--- src/rtl/alu_req_arbiter_pkg.sv ---
// Shared definitions for the ALU request arbiter: op codes, flag bit positions
// and arbiter FSM state encodings.
package alu_req_arbiter_pkg;

    typedef enum logic [2:0] {
        AluAdd = 3'b000,
        AluSub = 3'b001,
        AluNot = 3'b010,
        AluAnd = 3'b011,
        AluOr  = 3'b100,
        AluXor = 3'b101,
        AluLt  = 3'b110,
        AluEq  = 3'b111
    } alu_op_e;

    localparam int unsigned NumFlags  = 4;
    localparam int unsigned FlagZero  = 0;
    localparam int unsigned FlagNeg   = 1;
    localparam int unsigned FlagOvf   = 2;
    localparam int unsigned FlagCarry = 3;

    typedef enum logic [1:0] {
        StIdle = 2'd0,
        StExec = 2'd1,
        StResp = 2'd2
    } arb_state_e;

endpackage

--- src/rtl/alu_req_arbiter_alu_core.sv ---
// Combinational W-bit ALU: eight ops, result plus {carry, overflow, negative, zero}.
module alu_req_arbiter_alu_core
    import alu_req_arbiter_pkg::*;
#(
    parameter int unsigned W = 4
) (
    input  alu_op_e             op,
    input  logic [W-1:0]        a,
    input  logic [W-1:0]        b,
    output logic [W-1:0]        res,
    output logic [NumFlags-1:0] flags
);

    logic [W:0]   sum;
    logic [W-1:0] b_eff;
    logic         cin;
    logic         is_arith;

    always_comb begin
        is_arith = (op == AluAdd) || (op == AluSub);
        // Subtract as A + ~B + 1 so carry-out reads as no-borrow.
        b_eff    = (op == AluSub) ? ~b : b;
        cin      = (op == AluSub);
        sum      = {1'b0, a} + {1'b0, b_eff} + {{W{1'b0}}, cin};

        res = '0;
        case (op)
            AluAdd, AluSub: res = sum[W-1:0];
            AluNot:         res = ~a;
            AluAnd:         res = a & b;
            AluOr:          res = a | b;
            AluXor:         res = a ^ b;
            AluLt:          res = {{(W-1){1'b0}}, ($signed(a) < $signed(b))};
            AluEq:          res = {{(W-1){1'b0}}, (a == b)};
            default:        res = '0;
        endcase

        flags           = '0;
        flags[FlagZero] = (res == '0);
        flags[FlagNeg]  = res[W-1];
        if (is_arith) begin
            flags[FlagCarry] = sum[W];
            flags[FlagOvf]   = (a[W-1] == b_eff[W-1]) && (sum[W-1] != a[W-1]);
        end
    end

endmodule

--- src/rtl/alu_req_arbiter.sv ---
// Round-robin arbiter sharing one ALU between NREQ requesters; one op in flight,
// result returned over a valid/ready response handshake.
module alu_req_arbiter
    import alu_req_arbiter_pkg::*;
#(
    parameter int unsigned NREQ = 2,
    parameter int unsigned W    = 4,
    localparam int unsigned IDW = (NREQ > 1) ? $clog2(NREQ) : 1
) (
    input  logic                clk,
    input  logic                rst_n,
    input  logic [NREQ-1:0]     req_valid,
    output logic [NREQ-1:0]     req_ready,
    input  logic [3*NREQ-1:0]   req_op,
    input  logic [W*NREQ-1:0]   req_a,
    input  logic [W*NREQ-1:0]   req_b,
    output logic                rsp_valid,
    input  logic                rsp_ready,
    output logic [IDW-1:0]      rsp_id,
    output logic [W-1:0]        rsp_res,
    output logic [NumFlags-1:0] rsp_flags,
    output logic                busy
);

    arb_state_e          state_q, state_d;
    logic [IDW-1:0]      rr_ptr_q, rr_ptr_d;
    alu_op_e             op_q, op_d;
    logic [W-1:0]        a_q, a_d;
    logic [W-1:0]        b_q, b_d;
    logic [IDW-1:0]      id_q, id_d;
    logic                rsp_valid_q, rsp_valid_d;
    logic [IDW-1:0]      rsp_id_q, rsp_id_d;
    logic [W-1:0]        rsp_res_q, rsp_res_d;
    logic [NumFlags-1:0] rsp_flags_q, rsp_flags_d;

    logic                grant_found;
    logic [IDW-1:0]      grant_idx;
    logic [IDW:0]        cand_sum;
    logic [IDW-1:0]      cand;
    logic [W-1:0]        alu_res;
    logic [NumFlags-1:0] alu_flags;

    // First valid requester at or after rr_ptr, wrapping modulo NREQ.
    always_comb begin
        grant_found = 1'b0;
        grant_idx   = '0;
        cand_sum    = '0;
        cand        = '0;
        for (int unsigned off = 0; off < NREQ; off++) begin
            cand_sum = {1'b0, rr_ptr_q} + (IDW+1)'(off);
            if (cand_sum >= (IDW+1)'(NREQ)) begin
                cand_sum = cand_sum - (IDW+1)'(NREQ);
            end
            cand = cand_sum[IDW-1:0];
            if (!grant_found && req_valid[cand]) begin
                grant_found = 1'b1;
                grant_idx   = cand;
            end
        end
    end

    always_comb begin
        req_ready = '0;
        if (rst_n && (state_q == StIdle) && grant_found) begin
            req_ready[grant_idx] = 1'b1;
        end
    end

    always_comb begin
        state_d     = state_q;
        rr_ptr_d    = rr_ptr_q;
        op_d        = op_q;
        a_d         = a_q;
        b_d         = b_q;
        id_d        = id_q;
        rsp_valid_d = rsp_valid_q;
        rsp_id_d    = rsp_id_q;
        rsp_res_d   = rsp_res_q;
        rsp_flags_d = rsp_flags_q;
        case (state_q)
            StIdle: begin
                if (grant_found) begin
                    op_d    = alu_op_e'(req_op[3*grant_idx +: 3]);
                    a_d     = req_a[W*grant_idx +: W];
                    b_d     = req_b[W*grant_idx +: W];
                    id_d    = grant_idx;
                    state_d = StExec;
                end
            end
            StExec: begin
                rsp_res_d   = alu_res;
                rsp_flags_d = alu_flags;
                rsp_id_d    = id_q;
                rsp_valid_d = 1'b1;
                // Winner drops to lowest priority for the next arbitration.
                rr_ptr_d    = (id_q == IDW'(NREQ - 1)) ? '0 : id_q + IDW'(1);
                state_d     = StResp;
            end
            StResp: begin
                if (rsp_ready) begin
                    rsp_valid_d = 1'b0;
                    state_d     = StIdle;
                end
            end
            default: state_d = StIdle;
        endcase
    end

    always_ff @(posedge clk or negedge rst_n) begin
        if (!rst_n) begin
            state_q     <= StIdle;
            rr_ptr_q    <= '0;
            op_q        <= AluAdd;
            a_q         <= '0;
            b_q         <= '0;
            id_q        <= '0;
            rsp_valid_q <= 1'b0;
            rsp_id_q    <= '0;
            rsp_res_q   <= '0;
            rsp_flags_q <= '0;
        end else begin
            state_q     <= state_d;
            rr_ptr_q    <= rr_ptr_d;
            op_q        <= op_d;
            a_q         <= a_d;
            b_q         <= b_d;
            id_q        <= id_d;
            rsp_valid_q <= rsp_valid_d;
            rsp_id_q    <= rsp_id_d;
            rsp_res_q   <= rsp_res_d;
            rsp_flags_q <= rsp_flags_d;
        end
    end

    alu_req_arbiter_alu_core #(
        .W(W)
    ) u_alu (
        .op   (op_q),
        .a    (a_q),
        .b    (b_q),
        .res  (alu_res),
        .flags(alu_flags)
    );

    assign rsp_valid = rsp_valid_q;
    assign rsp_id    = rsp_id_q;
    assign rsp_res   = rsp_res_q;
    assign rsp_flags = rsp_flags_q;
    assign busy      = (state_q != StIdle);

endmodule

--- config.mk ---
export PLATFORM = sky130hd
export DESIGN_NAME = alu_req_arbiter
export DESIGN_NICKNAME = d
export VERILOG_FILES = /design/src/rtl/alu_req_arbiter_pkg.sv /design/src/rtl/alu_req_arbiter_alu_core.sv /design/src/rtl/alu_req_arbiter.sv
export SDC_FILE = /design/constraint.sdc
export NUM_CORES = 1
export LEC_CHECK = 0
export CORE_UTILIZATION = 50
export DETAILED_ROUTE_END_ITERATION = 8
export HOLD_SLACK_MARGIN = 0.1
export PLACE_DENSITY = 0.91
export SLEW_MARGIN = 40
export SYNTH_ARGS = -nofsm -noshare
export SYNTH_HDL_FRONTEND = slang
export SYNTH_SLANG_ARGS = --single-unit
--- constraint.sdc ---
create_clock -name clk -period 2.85 [get_ports clk]
set_input_delay 0.57 -clock clk [delete_from_list [all_inputs] [get_ports clk]]
set_output_delay 0.57 -clock clk [all_outputs]
set_load 0.1 [all_outputs]
==> results of run 1 <==
[final cells by class]
class | instances | area [um2]
flip-flops and latches | 24 | 600.6
clock inverters | 1 | 30.03
well taps | 44 | 55.05
inverters | 15 | 56.30
clock buffers | 3 | 22.52
repair buffers | 46 | 435.4
multi-input cells | 129 | 994.7
fillers | 236 | 933.4
[how the worst min path moves through the flow]
stage | startpoint | to | depth (start not counted)
after global placement | id_q | rr_ptr_q | 1
after floorplan | rst_n | a_q[0] | 0
after CTS | id_q | rr_ptr_q | 1
after global routing | id_q | rr_ptr_q | 1
final | id_q | rr_ptr_q | 1
after detailed placement | id_q | rr_ptr_q | 1
[cells by family after synthesis]
logic type / Yosys count
AO/OA/AOI/OAI: 44
XOR/XNOR: 4
adder cells (fa/ha/maj): 16
buffers and inverters: 24
flip-flops: 24
multiplexers: 12
AND/OR/NAND/NOR: 53
[synthesized netlist by cell type (2+ instances only)]
| cell type | number | area, um2 |
|---|---|---|
| nand2b_1 | 7 | 43.79 |
| nor2_1 | 16 | 60.06 |
| inv_1 | 15 | 56.30 |
| nand2_1 | 6 | 22.52 |
| o21ai_0 | 4 | 20.02 |
| mux2i_1 | 11 | 110.1 |
| o2111ai_1 | 3 | 26.28 |
| ha_1 | 15 | 187.7 |
| dfrtp_1 | 24 | 600.6 |
| o221ai_2 | 2 | 30.03 |
| buf_2 | 6 | 30.03 |
| a21oi_1 | 16 | 80.08 |
| o31a_1 | 2 | 17.52 |
| xnor2_1 | 4 | 35.03 |
| o31ai_1 | 3 | 22.52 |
| nor2b_1 | 8 | 50.05 |
| and3_1 | 2 | 12.51 |
| a311oi_1 | 2 | 17.52 |
| or3_1 | 4 | 25.02 |
| nor3_1 | 2 | 10.01 |
[per-layer routing]
| layer | up-vias | GRT usage, % | routed length, um | part of all wire (%) |
|---|---|---|---|---|
| met5 | - | 0 | 0 | 0 |
| li1 | 705 | - | - | - |
| met1 | 668 | 27.85 | 1558 | 44 |
| met4 | 0 | 8.970 | 69 | 2.0 |
| met2 | 39 | 38.62 | 1758 | 50 |
| met3 | 7 | 3.247 | 126 | 3.6 |
[state kept, by name, indices dropped and copies added, names as in the netlist]
signal	cells
a_q	4
b_q	4
id_q	1
op_q	3
rr_ptr_q	1
rsp_flags	4
rsp_id	1
rsp_res	3
rsp_valid	1
state_q	2
[metrics by stage]
step,hold WS [ns],instance area [um2],setup WS (ns)
after floorplan,0.2744,1704,0.06227
after global placement,0.4267,2142,0.5601
after detailed placement,0.4379,2142,0.3500
after CTS,0.4504,2195,0.3312
after global routing,0.4551,2195,0.09761
final,0.4482,2195,0.3303
==> flow_summary.yaml, run 1 <==
run_status:
  status: "completed"
synth:
  synth-main-ff-cell: "dfrtp_1"
  synth_compound_area_share_pct: 19.29
  synthAdderAreaFrac_pct: 12.22
  synth_edf_count: 0
  syn_inst: 177
  synth_top_family_by_area: "compound AO/OA/AOI/OAI gates"
  ys_ff_latch: 24
  synthMuxAreaShare_pct: 7.143
  syn_nets: 220
  syn_area_per_cell_um2: 9.600
  ys_warn_count: 0
  syn_area_um2: 1699
  ys_seq_area_share_pct: 35.35
  synth-simple-area-share_pct: 17.53
  yosysUniqueCellTypes: 45
  synth-xor-area-share_pct: 2.062
  async_flop_share_pct: 100.0
place:
  gp_congestion: 0.9540
  dpl.hpwl_mm: 2.822
  port-buffer-count: 39
  dp.cells: 258
worst_setup_path:
  slowest_delay_ns: 0.50
  cp_data_required_time_ns: 3.08
  reg2reg_depth: 9
  rr_startpoint: "op_q[2]"
  cp_num_cells: 9
  crit_path_end: "rsp_flags[0]"
  critical_path_buf_inv_count: 1
  r2r_end: "rsp_flags[0]"
  slowest_stage: "fa_1"
  regToRegSetupSlack_ns: 0.33
  cp_common_cell: "nor2_1"
  worst-path-max-fanout: 3
  path_cells: "nor2_1 > and2_0 > xnor2_1 > inv_1 > fa_1 > nor2_1 > a311oi_1 > a32oi_1 > o41ai_2"
  cp-start-kind: "flop"
  critical_path.top_delay_family: "compound AO/OA/AOI/OAI gates"
  arrival_ns: 2.75
  crit_path_end_kind: "flop"
  setup.worst_path.start: "op_q[2]"
  critPathKind: "flop to flop"
route:
  dr.pass1.iters: 4
  wirelength_mm: 3.512
  ant_nets: 0
  avgViaCountPerCell: 5.416
  wl_per_cell_um: 13.40
  vias: 1419
  drc: 0
  drtIter0Drc: 58
global_route:
  grt_pass1_wl_mm: 5.982
  grtUsageTotal_pct: 22.40
  grt_pass1_vias: 1353
  grt_max_degree: 25
  overflow: 0
  antenna_found_initial: 0
floorplan:
  die-area_um2: 3635
  rows: 20
  fp.dieW_um: 60.30
  io_pins: 40
  die_h_um: 60.30
  core-area_um2: 3128
  initial_utilization_pct: 54.32
clocking:
  cts_setup_buffers: 0
  ctsHoldBuffers: 0
  cts_buffer_depth: 2
  cts_tree: "yes"
  clock_latency_ns: 0.32
  cts.sinks: 24
  root_buffer: "clkbuf_4"
  h-tree-depth: 1
  numCtsBuffers: 3
  cts-resized-gates: 0
  cts.clk_slew.worst_paths_ns: 0.14
layout:
  layout.cells.most_common: "clkdlybuf4s50_1"
  final_nets: 262
  n_antenna_cell: 0
  final_cells: 262
  mostFrequentLayoutCells: "clkdlybuf4s50_1, dfrtp_1, buf_4"
  area_growth_pct: 29.16
  drive_above_1_share_pct: 16.06
  final_util_pct: 70.16
sta:
  finalCritPeriodShare_pct: 88.41
  period_minus_slack_ns: 2.520
  slew_headroom_pct: 73.16
  hold_viol: 0
  maxSlewViolCount: 0
  skew_ns: 0.008868
  fin_setup_tns_ns: 0
  tightest_slew_ns: 0.4017
  rsz0062_at_grt: "no"
  fmax_mhz: 396.9
  setup_viol: 0
run:
  drv_cap: 0
hold_path:
  holdCritPathClass: "flop to flop"
Power of run 1 is left out: the tool's default activity adds up to more than one toggle a clock period on the data nets, which glitch-free logic cannot reach.
==> run 2: changes to the inputs <==
Settings changed: SLEW_MARGIN 40 to not set.
==> results of run 2 <==
Same layout as run 1: the final DEF is identical, and so are final timing and power.
Power of run 2 is left out for the same reason.
